**src/rtl/i2c_regbank_slave.sv**
```systemverilog
// I2C target with an auto-incrementing register bank and live read-back.
// SCL/SDA are oversampled on clk; SDA is driven open-drain through sda_oe.
module i2c_regbank_slave #(
    parameter logic [6:0] I2C_ADDR    = 7'h70,
    parameter int         NREGS       = 16,
    parameter int         SYNC_STAGES = 2,
    parameter logic [7:0] RESET_VAL   = 8'h00,
    localparam int        PW          = (NREGS > 2) ? $clog2(NREGS) : 1
) (
    input  logic               clk,
    input  logic               rst_n,
    input  logic               ena,
    input  logic               scl_in,
    input  logic               sda_in,
    output logic               sda_oe,
    output logic [8*NREGS-1:0] regs_q,
    output logic               wr_stb,
    output logic [PW-1:0]      wr_addr,
    output logic [7:0]         wr_data,
    output logic [PW-1:0]      rd_addr,
    input  logic [7:0]         rd_data
);

    typedef enum logic [3:0] {
        IDLE, ADDR, ADDR_ACK, SUB, SUB_ACK, WR, WR_ACK, RD, RD_ACK, IGNORE
    } state_t;

    logic [SYNC_STAGES-1:0] scl_sync, sda_sync;
    logic                   scl_d, sda_d;
    logic                   scl_s, sda_s;
    logic                   scl_rise, scl_fall, start_det, stop_det;

    state_t          state, state_n;
    logic [2:0]      bit_cnt, cnt_n;
    logic [7:0]      shift, shift_n;
    logic [PW-1:0]   ptr, ptr_n, ptr_inc;
    logic            ack_ph, ph_n;
    logic            rw, rw_n;
    logic            oe_n;
    logic            reg_we;
    logic [7:0]      rx_byte;
    logic            sub_ok;
    logic [7:0]      regs [NREGS];

    // Synchronisers idle high so a reset never fabricates a bus condition.
    always_ff @(posedge clk or negedge rst_n) begin
        if (!rst_n) begin
            scl_sync <= '1;
            sda_sync <= '1;
            scl_d    <= 1'b1;
            sda_d    <= 1'b1;
        end else begin
            scl_sync <= {scl_sync[SYNC_STAGES-2:0], scl_in};
            sda_sync <= {sda_sync[SYNC_STAGES-2:0], sda_in};
            scl_d    <= scl_sync[SYNC_STAGES-1];
            sda_d    <= sda_sync[SYNC_STAGES-1];
        end
    end

    assign scl_s     = scl_sync[SYNC_STAGES-1];
    assign sda_s     = sda_sync[SYNC_STAGES-1];
    assign scl_rise  = scl_s & ~scl_d;
    assign scl_fall  = ~scl_s & scl_d;
    assign start_det = scl_s & scl_d & sda_d & ~sda_s;
    assign stop_det  = scl_s & scl_d & ~sda_d & sda_s;

    assign rx_byte = {shift[6:0], sda_s};
    assign sub_ok  = {1'b0, rx_byte} < 9'(NREGS);
    assign ptr_inc = (ptr == PW'(NREGS - 1)) ? '0 : ptr + PW'(1);
    assign rd_addr = ptr;

    always_comb begin
        state_n = state;
        cnt_n   = bit_cnt;
        shift_n = shift;
        ptr_n   = ptr;
        ph_n    = ack_ph;
        rw_n    = rw;
        oe_n    = sda_oe;
        reg_we  = 1'b0;
        if (!ena) begin
            state_n = IDLE;
            oe_n    = 1'b0;
        end else if (start_det) begin
            state_n = ADDR;
            cnt_n   = 3'd0;
            ph_n    = 1'b0;
            oe_n    = 1'b0;
        end else if (stop_det) begin
            state_n = IDLE;
            oe_n    = 1'b0;
        end else begin
            case (state)
                ADDR, SUB, WR: begin
                    if (scl_rise) begin
                        shift_n = rx_byte;
                        cnt_n   = bit_cnt + 3'd1;
                        if (bit_cnt == 3'd7) begin
                            ph_n = 1'b0;
                            if (state == ADDR) begin
                                rw_n    = rx_byte[0];
                                state_n = (rx_byte[7:1] == I2C_ADDR) ? ADDR_ACK : IGNORE;
                            end else if (state == SUB) begin
                                if (sub_ok) begin
                                    ptr_n   = rx_byte[PW-1:0];
                                    state_n = SUB_ACK;
                                end else begin
                                    state_n = IGNORE;
                                end
                            end else begin
                                reg_we  = 1'b1;
                                ptr_n   = ptr_inc;
                                state_n = WR_ACK;
                            end
                        end
                    end
                end
                // First falling edge opens the ACK slot, the second one closes it.
                ADDR_ACK, SUB_ACK, WR_ACK: begin
                    if (scl_fall) begin
                        if (!ack_ph) begin
                            ph_n = 1'b1;
                            oe_n = 1'b1;
                        end else begin
                            ph_n  = 1'b0;
                            oe_n  = 1'b0;
                            cnt_n = 3'd0;
                            if (state == ADDR_ACK && rw) begin
                                state_n = RD;
                                shift_n = rd_data;
                                oe_n    = ~rd_data[7];
                            end else if (state == ADDR_ACK) begin
                                state_n = SUB;
                            end else begin
                                state_n = WR;
                            end
                        end
                    end
                end
                RD: begin
                    if (scl_rise) begin
                        shift_n = {shift[6:0], 1'b0};
                        cnt_n   = bit_cnt + 3'd1;
                        if (bit_cnt == 3'd7) begin
                            state_n = RD_ACK;
                            ph_n    = 1'b0;
                        end
                    end else if (scl_fall) begin
                        oe_n = ~shift[7];
                    end
                end
                // Pointer moves on the master's ACK so rd_data is settled by the falling edge.
                RD_ACK: begin
                    if (scl_fall) begin
                        if (!ack_ph) begin
                            oe_n = 1'b0;
                            ph_n = 1'b1;
                        end else begin
                            state_n = RD;
                            cnt_n   = 3'd0;
                            ph_n    = 1'b0;
                            shift_n = rd_data;
                            oe_n    = ~rd_data[7];
                        end
                    end else if (scl_rise && ack_ph) begin
                        if (sda_s) begin
                            state_n = IGNORE;
                        end else begin
                            ptr_n = ptr_inc;
                        end
                    end
                end
                default: ;
            endcase
        end
    end

    always_ff @(posedge clk or negedge rst_n) begin
        if (!rst_n) begin
            state   <= IDLE;
            bit_cnt <= 3'd0;
            shift   <= 8'h00;
            ptr     <= '0;
            ack_ph  <= 1'b0;
            rw      <= 1'b0;
            sda_oe  <= 1'b0;
            wr_stb  <= 1'b0;
            wr_addr <= '0;
            wr_data <= 8'h00;
            for (int k = 0; k < NREGS; k++) regs[k] <= RESET_VAL;
        end else begin
            state   <= state_n;
            bit_cnt <= cnt_n;
            shift   <= shift_n;
            ptr     <= ptr_n;
            ack_ph  <= ph_n;
            rw      <= rw_n;
            sda_oe  <= oe_n;
            wr_stb  <= reg_we;
            if (reg_we) begin
                regs[ptr] <= rx_byte;
                wr_addr   <= ptr;
                wr_data   <= rx_byte;
            end
        end
    end

    for (genvar k = 0; k < NREGS; k++) begin : g_flat
        assign regs_q[8*k +: 8] = regs[k];
    end

endmodule
```
**config.mk**
```make
export PLATFORM = sky130hd
export DESIGN_NAME = i2c_regbank_slave
export DESIGN_NICKNAME = d
export VERILOG_FILES = /design/src/rtl/i2c_regbank_slave.sv
export SDC_FILE = /design/constraint.sdc
export NUM_CORES = 1
export LEC_CHECK = 0
export BUFFER_PORTS_ARGS = -buffer_cell sky130_fd_sc_hd__buf_2
export CORE_UTILIZATION = 35
export CTS_CLUSTER_DIAMETER = 40
export CTS_CLUSTER_SIZE = 16
export DETAILED_ROUTE_END_ITERATION = 10
export PLACE_DENSITY_LB_ADDON = 0.25
export SYNTH_ARGS = -nofsm -noshare
export SYNTH_HDL_FRONTEND = slang
export SYNTH_SLANG_ARGS = --single-unit
```
**constraint.sdc**
```tcl
create_clock -name clk -period 2.15 [get_ports clk]
set_input_delay 0.215 -clock clk [delete_from_list [all_inputs] [get_ports clk]]
set_output_delay 0.215 -clock clk [all_outputs]
set_load 0.02 [all_outputs]
```
==> results of run 1 <==
timing repair:
item / in CTS / in global routing
cloned: 0 / 0
hold buffers: 3 / 0
endpoints found under the setup margin: 105 / 136
buffers inserted: 3 / 1
pin swaps: 0 / 2
endpoints found under the hold margin: 31 / 0
gates resized for setup: 14 / 64
layout by cell type (no fill, tap or decap), drive strengths merged, types with 2 or more instances in the layout:
master,synthesis,final
nor4,2,2
nand2,27,27
a21oi,9,9
nor4b,2,2
o21ai,23,23
dfrtp,163,163
xnor2,2,2
dfstp,6,6
nor2b,3,3
o21bai,2,2
o21a,2,2
nor3b,4,4
nand3,3,3
clkbuf,26,22
nor2,11,11
nand4,2,2
clkinvlp,0,3
dlygate4sd3,0,3
and2,5,5
nor3,5,5
and3,4,4
inv,12,15
buf,8,213
a2bb2oi,3,3
clkinv,0,2
ha,6,6
o2111ai,2,2
a221oi,3,3
mux2i,11,11
o31ai,2,2
a31oi,2,2
mux2,147,147
nand2b,3,3
routing by layer:
metal  track usage (%)  vias up  share of wire [%]
li1                  -     2258                  -
met1              25.0     2570                 45
met2              32.0      129                 49
met3              5.38       19                4.9
met4              5.58        0                1.3
met5                 0        -                  0
cells by family after synthesis:
kind of cell	count (synthesis)
DFF	169
muxes	158
and+or+nand+nor	77
AOI/OAI and AO/OA	63
buffers and inverters	46
adders and majority gates	6
xor gates and xnor gates	2
critical path: stages, from the launching register on:
cell,delay [ns]
dfstp_2,0.56
nand4bb_4,0.13
nor4_4,0.32
buf_4,0.20
nor3b_4,0.21
buf_12,0.17
nand2_4,0.10
mux2_1,0.33
registers in the layout (all words and copies together) (netlist names):
| signal | count |
|---|---|
| regs_q | 128 |
| shift | 8 |
| wr_data | 8 |
| rd_addr | 4 |
| state | 4 |
| wr_addr | 4 |
| bit_cnt | 3 |
| scl_sync | 2 |
| sda_sync | 2 |
| ack_ph | 1 |
| rw | 1 |
| scl_d | 1 |
| sda_d | 1 |
| sda_oe | 1 |
| wr_stb | 1 |
worst min-delay path by stage:
stage,cells past startpoint,end,from,slack (ns)
3_3_place_gp,1,regs_q[41]$_DFFE_PN0P_,rst_n,0.12
4_1_cts,3,shift[3]$_DFFE_PN0P_,rd_data[3],0.09
6_report,3,shift[3]$_DFFE_PN0P_,rd_data[3],0.10
3_5_place_dp,1,regs_q[46]$_DFFE_PN0P_,rst_n,0.12
2_1_floorplan,0,ack_ph$_DFFE_PN0P_,rst_n,-0.08
5_1_grt,3,shift[4]$_DFFE_PN0P_,rd_data[4],0.13
stage by stage:
step / cell area (µm²) / util [%] / hold WS, ns
after CTS: 9320 / 47.1 / 0.0865
after detailed placement: 8670 / 43.8 / 0.121
after global routing: 9510 / 48.1 / 0.129
after global placement: 8670 / 43.8 / 0.115
final: 9510 / 48.1 / 0.102
after floorplan: 7170 / - / -0.0806
power by group through the flow:
| stage | registers, µW | clock network, µW | logic, µW |
|---|---|---|---|
| after floorplan | 3540 | 0 | 1100 |
| after global placement | 3570 | 0 | 2040 |
| after detailed placement | 3560 | 0 | 2040 |
| after CTS | 3510 | 2910 | 2090 |
| after global routing | 3550 | 3050 | 2350 |
| final | 3530 | 2850 | 2150 |
final cells by class:
class                   count  share of cell area [%]
clock buffers              22                    5.09
clock inverters             8                   0.658
inverters                  12                   0.474
multi-input cells         306                    32.0
flip-flops and latches    169                    44.6
well taps                 265                    3.49
repair buffers            216                    13.8
==> qor.txt, run 1 <==
Die Wd -> 145 µm
leakage -> 0.00512 µW
Synthesized Nets -> 540
CTS root buf -> clkbuf_16
simple-gate portion of the synthesized area -> 6.58%
WP data arrival -> 2.45 ns
Setup Crit Path Kind -> reg2reg
Int Pwr -> 5760 µW
Synth Area in Compound Gates -> 5.85%
Cells after DPL -> 964
mux contribution to synthesized area -> 24.6%
DPL Wire Length -> 14000 µm
Adder-Cell Fraction of Synth Area -> 1.05%
chip height -> 145 µm
wire length per cell -> 20.2 µm
largest net degree at the start of global routing -> 73
max_slew headroom -> 72.3%
setup ws final -> 0.0121 ns
Synth top area share -> 56.9%
vias in the first global route -> 5359
Syn Area/Cell -> 13.8 µm²
Vias/cell -> 4.99
total power draw -> 8530 µW
# fillers -> 1808
DR vias -> 4976
Post-synth top cells -> dfrtp_1 (163), mux2_2 (129), clkbuf_1 (26), nand2_1 (23), o21ai_0 (22)
Residual DRC -> 0
initial antenna violation count -> 0
startpoint types -> flop
biggest fanout along the worst timing path -> 8
YS warnings -> 0
HP Class -> in2reg
Synth Cell Area -> 0.00717 mm²
XOR/XNOR Fraction of Synth Area -> 0.244%
setup TNS -> 0 ns
total gr overflow -> 0
Synth Instances -> 521
final worst path period need -> 2.14 ns
reg2reg setup slack -> 0.01 ns
worst r2r dst -> regs_q[3]$_DFFE_PN0P_
largest family of logic cells by synthesized area -> multiplexers
cell accounting for the most synthesized area -> dfrtp_1
Final Routed Wirelength -> 20100 µm
worst skew pair latency -> 0.43 ns
CTS tree -> done
R2R depth -> 7
Clock Path Buffers -> 2
Worst setup endpoint -> regs_q[3]$_DFFE_PN0P_
Reg clk slew, reported paths -> 0.06 ns
Layout area overhead -> 32.7%
RePlAce Congestion -> 0.876
CP Capture Type -> flop
TritonCTS buffer count -> 17
FP Rows -> 51
Switching Fraction -> 32.5%
Worst EP required -> 2.46 ns
IO Pins -> 159
ANT nets after route -> 0
area of the die -> 0.0211 mm²
register bit count reported by yosys -> 169
number of max-slew violations in the final report -> 0
ys async rst share -> 100%
layout cell share with drive strength beyond 1 -> 58.0%
power per cell area -> 897 mW/mm²
Synth Flop Type -> dfrtp_1
Slew @ Worst Pin -> 0.415 ns
switching power -> 2770 µW
Finished Layout Cells -> 998
CORE AREA -> 0.0198 mm²
clk_skew -> 0.00931 ns
Pre-Repair DR Iteration Count -> 4
Sequential Power Share -> 41.4%
Clock Power Share -> 33.4%
Place WS -> -0.0835 ns
Seq. cell area -> 0.00424 mm²
Max Clk Rate -> 468 MHz
Tot GR Track Use -> 19.5%
Seq/Total Area, Yosys -> 59.1%
starting density of the core -> 36.2%
antenna cell count -> 0
largest cells by area after synthesis -> dfrtp_1 (57%), mux2_2 (20%), mux2_1 (2.8%)
H-tree depth -> 4
CTS Sinks -> 169
Netlist cell types -> 56
net count reported at finish -> 741
RSZ-0062 raised after global routing -> yes
RR Startpoint -> scl_sync[1]$_DFF_PN1_
setup violators final -> 0
final hold vios -> 0
critical path startpoint -> scl_sync[1]$_DFF_PN1_
VDD IR max -> 0.000592 V
Tcrit/Tclk final -> 99.4%
outcome -> finished clean
EDFF count, synth -> 0
Starting DRT DRC Count -> 197
multi-input logic area -> 0.00304 mm²
first-pass GRT wire length -> 31500 µm
Combinational Power Share -> 25.2%
# port buffers -> 158
max-cap violations -> 0
cell with the most instances after synthesis -> dfrtp_1
(Power assumes the default switching activity.)
==> run 2, diff against run 1 <==
--- a/config.mk
+++ b/config.mk
@@ -11,6 +11,7 @@
 export CTS_CLUSTER_SIZE = 16
 export DETAILED_ROUTE_END_ITERATION = 10
 export PLACE_DENSITY_LB_ADDON = 0.25
+export SETUP_SLACK_MARGIN = 0.4
 export SYNTH_ARGS = -nofsm -noshare
 export SYNTH_HDL_FRONTEND = slang
 export SYNTH_SLANG_ARGS = --single-unit
==> run 2 against run 1 <==
  * Global-route usage is 0.062 points higher
  * Power is 9.7% higher
  * Critical path depth stayed put
  * Via count is 5.0% higher
  * Cell count is 2.1% higher
  * Register-to-register slack better by 0.04 ns
  * Setup slack better by 0.038 ns
  * Clock skew is 0.0018 ns higher
  * Utilization is 3.5 points higher
  * Combinational power is 19% higher
  * Worst hold slack worse by 0.034 ns
  * Die area stayed put
  * Critical endpoint is now regs_q[8]$_DFFE_PN0P_
  * Largest cell class unchanged
  * Highest routed layer unchanged
==> qor.txt, run 2 (synthesized netlist as in run 1, its figures left out) <==
startpoint types -> flop (unchanged)
WP data arrival -> 2.41 ns (was 2.45 ns)
FP Rows -> 51 (unchanged)
TritonCTS buffer count -> 17 (unchanged)
Layout area overhead -> 42.3% (was 32.7%)
starting density of the core -> 36.2% (unchanged)
area of the die -> 0.0211 mm² (unchanged)
VDD IR max -> 0.000696 V (was 0.000592 V)
post-layout util -> 51.6% (was 48.1%)
setup violators final -> 0 (unchanged)
Setup Crit Path Kind -> reg2reg (unchanged)
biggest fanout along the worst timing path -> 8 (unchanged)
number of max-slew violations in the final report -> 0 (unchanged)
Final Routed Wirelength -> 20700 µm (was 20100 µm)
Vias/cell -> 5.13 (was 4.99)
RePlAce Congestion -> 0.918 (was 0.876)
leakage -> 0.00552 µW (was 0.00512 µW)
final hold vios -> 0 (unchanged)
net count reported at finish -> 760 (was 741)
largest net degree at the start of global routing -> 73 (unchanged)
final worst path period need -> 2.10 ns (was 2.14 ns)
wire length per cell -> 20.3 µm (was 20.2 µm)
Worst EP required -> 2.46 ns (about the same)
# fillers -> 1696 (was 1808)
layout cell share with drive strength beyond 1 -> 64.3% (was 58.0%)
initial antenna violation count -> 0 (unchanged)
ANT nets after route -> 0 (unchanged)
DR vias -> 5224 (was 4976)
Tot GR Track Use -> 19.5% (about the same)
outcome -> finished clean (unchanged)
CP cell instances -> nand4bb_4 -> nor4_4 -> buf_4 -> nor3b_4 -> buf_12 -> nand2_4 -> mux2_4 (was nand4bb_4 -> nor4_4 -> buf_4 -> nor3b_4 -> buf_12 -> nand2_4 -> mux2_1)
reg2reg setup slack -> 0.05 ns (was 0.01 ns)
max-cap violations -> 0 (unchanged)
max_slew headroom -> 64.8% (was 72.3%)
Place WS -> -0.00437 ns (was -0.0835 ns)
setup ws final -> 0.0505 ns (was 0.0121 ns)
Die Wd -> 145 µm (unchanged)
Starting DRT DRC Count -> 402 (was 197)
HP Class -> in2reg (unchanged)
Max Clk Rate -> 476 MHz (was 468 MHz)
first-pass GRT wire length -> 31800 µm (was 31500 µm)
power per cell area -> 918 mW/mm² (was 897 mW/mm²)
RSZ-0062 raised after global routing -> yes (unchanged)
antenna cell count -> 0 (unchanged)
chip height -> 145 µm (unchanged)
CTS tree -> done (unchanged)
critical path buffer and inverter count -> 2 (unchanged)
H-tree depth -> 4 (unchanged)
worst skew pair latency -> 0.42 ns (was 0.43 ns)
commonest non-fill, non-tap cell in the layout -> dfrtp_1 (unchanged)
Pre-Repair DR Iteration Count -> 5 (was 4)
CTS Sinks -> 169 (unchanged)
CTS root buf -> clkbuf_16 (unchanged)
total gr overflow -> 0 (unchanged)
vias in the first global route -> 5463 (was 5359)
CP delay by family, top -> simple AND/OR/NAND/NOR gates (unchanged)
most frequent cells in the layout -> dfrtp_1 (162), buf_2 (157), mux2_2 (83), mux2_4 (56), buf_4 (50) (was dfrtp_1 (161), buf_2 (157), mux2_2 (97), buf_4 (49), mux2_4 (44))
Tcrit/Tclk final -> 97.7% (was 99.4%)
Slew @ Worst Pin -> 0.528 ns (was 0.415 ns)
Residual DRC -> 0 (unchanged)
clk_skew -> 0.0111 ns (was 0.00931 ns)
CP Capture Type -> flop (unchanged)
# port buffers -> 158 (unchanged)
Clock Path Buffers -> 2 (unchanged)
CP max stage cell -> dfstp_2 (unchanged)
max reg flops -> 128 (unchanged)
Reg clk slew, reported paths -> 0.07 ns (was 0.06 ns)
IO Pins -> 159 (unchanged)
CP peak stage delay -> 0.56 ns (about the same)
CORE AREA -> 0.0198 mm² (unchanged)
DPL Wire Length -> 13700 µm (was 14000 µm)
## run 2: cell types whose count changed in the layout (fill, tap and decap cells not counted), sizes merged
cell	change
clkinvlp	+2
clkbuf	-4
bufinv	+4
buf	+18
inv	+1
## run 2: final timing paths
kind | from | depth (start not counted) | end
setup / recovery | scl_sync[1]$_DFF_PN1_ | 7 | regs_q[8]$_DFFE_PN0P_
hold / removal | rd_data[1] | 3 | shift[1]$_DFFE_PN0P_
min in group asynchronous | rst_n | 2 | wr_data[1]$_DFFE_PN0P_
setup reg to reg | scl_sync[1]$_DFF_PN1_ | 7 | regs_q[8]$_DFFE_PN0P_
max in group asynchronous | rst_n | 3 | regs_q[38]$_DFFE_PN0P_
hold reg to reg | sda_sync[0]$_DFF_PN1_ | 0 | sda_sync[1]$_DFF_PN1_
## run 2: repair_timing
action                                  CTS  global route
setup buffers                             9            20
gates resized for setup                  52            73
endpoints found under the setup margin  154           156
hold buffers                              3             0
cloned                                    0             2
hold endpoints to repair                124             0
pin swaps                                 9            10
## run 2: through the flow
stage / total power (µW) / cell area, µm² / hold WS (ns) / cells / TNS (ns)
finish: 9360 / 10200 / 0.0688 / 1019 / 0
global route: 9790 / 10200 / 0.0605 / 1019 / -0.390
CTS: 9160 / 9780 / 0.0688 / 997 / 0
detailed placement: 5620 / 8820 / 0.0726 / 953 / -0.0112
global placement: 5540 / 8820 / 0.0651 / 953 / 0
floorplan: 4800 / 7480 / -0.0806 / 521 / 0
## run 2: area by class of cell
type | count | area (µm²) | area share [%]
Sequential cell | 169 | 4240 | 41.5
Multi-Input combinational cell | 306 | 3370 | 33.1
Timing Repair Buffer | 235 | 1570 | 15.4
Clock buffer | 17 | 425 | 4.17
Tap cell | 265 | 332 | 3.25
Clock inverter | 15 | 211 | 2.07
Inverter | 12 | 51.3 | 0.503
## run 2: per-layer routing
layer	share of wire [%]	GRT usage, %	vias up	routed length (µm)
li1	-	-	2302	-
met5	0	0	-	0
met3	6.2	6.07	27	1290
met4	1.4	6.47	0	296
met2	50	32.1	192	10300
met1	42	24.4	2703	8770
## run 2: tightest hold or removal path, cell delays in order
cell,delay [ns]
buf_2,0.07
a21oi_1,0.05
o21ai_1,0.11
## run 2: power breakdown
group / switching [µW] / internal, µW / leakage [µW] / total, µW
clock: 1320 / 1970 / 0.000302 / 3290
sequential: 174 / 3340 / 0.00231 / 3510
combinational: 1560 / 1000 / 0.00291 / 2560
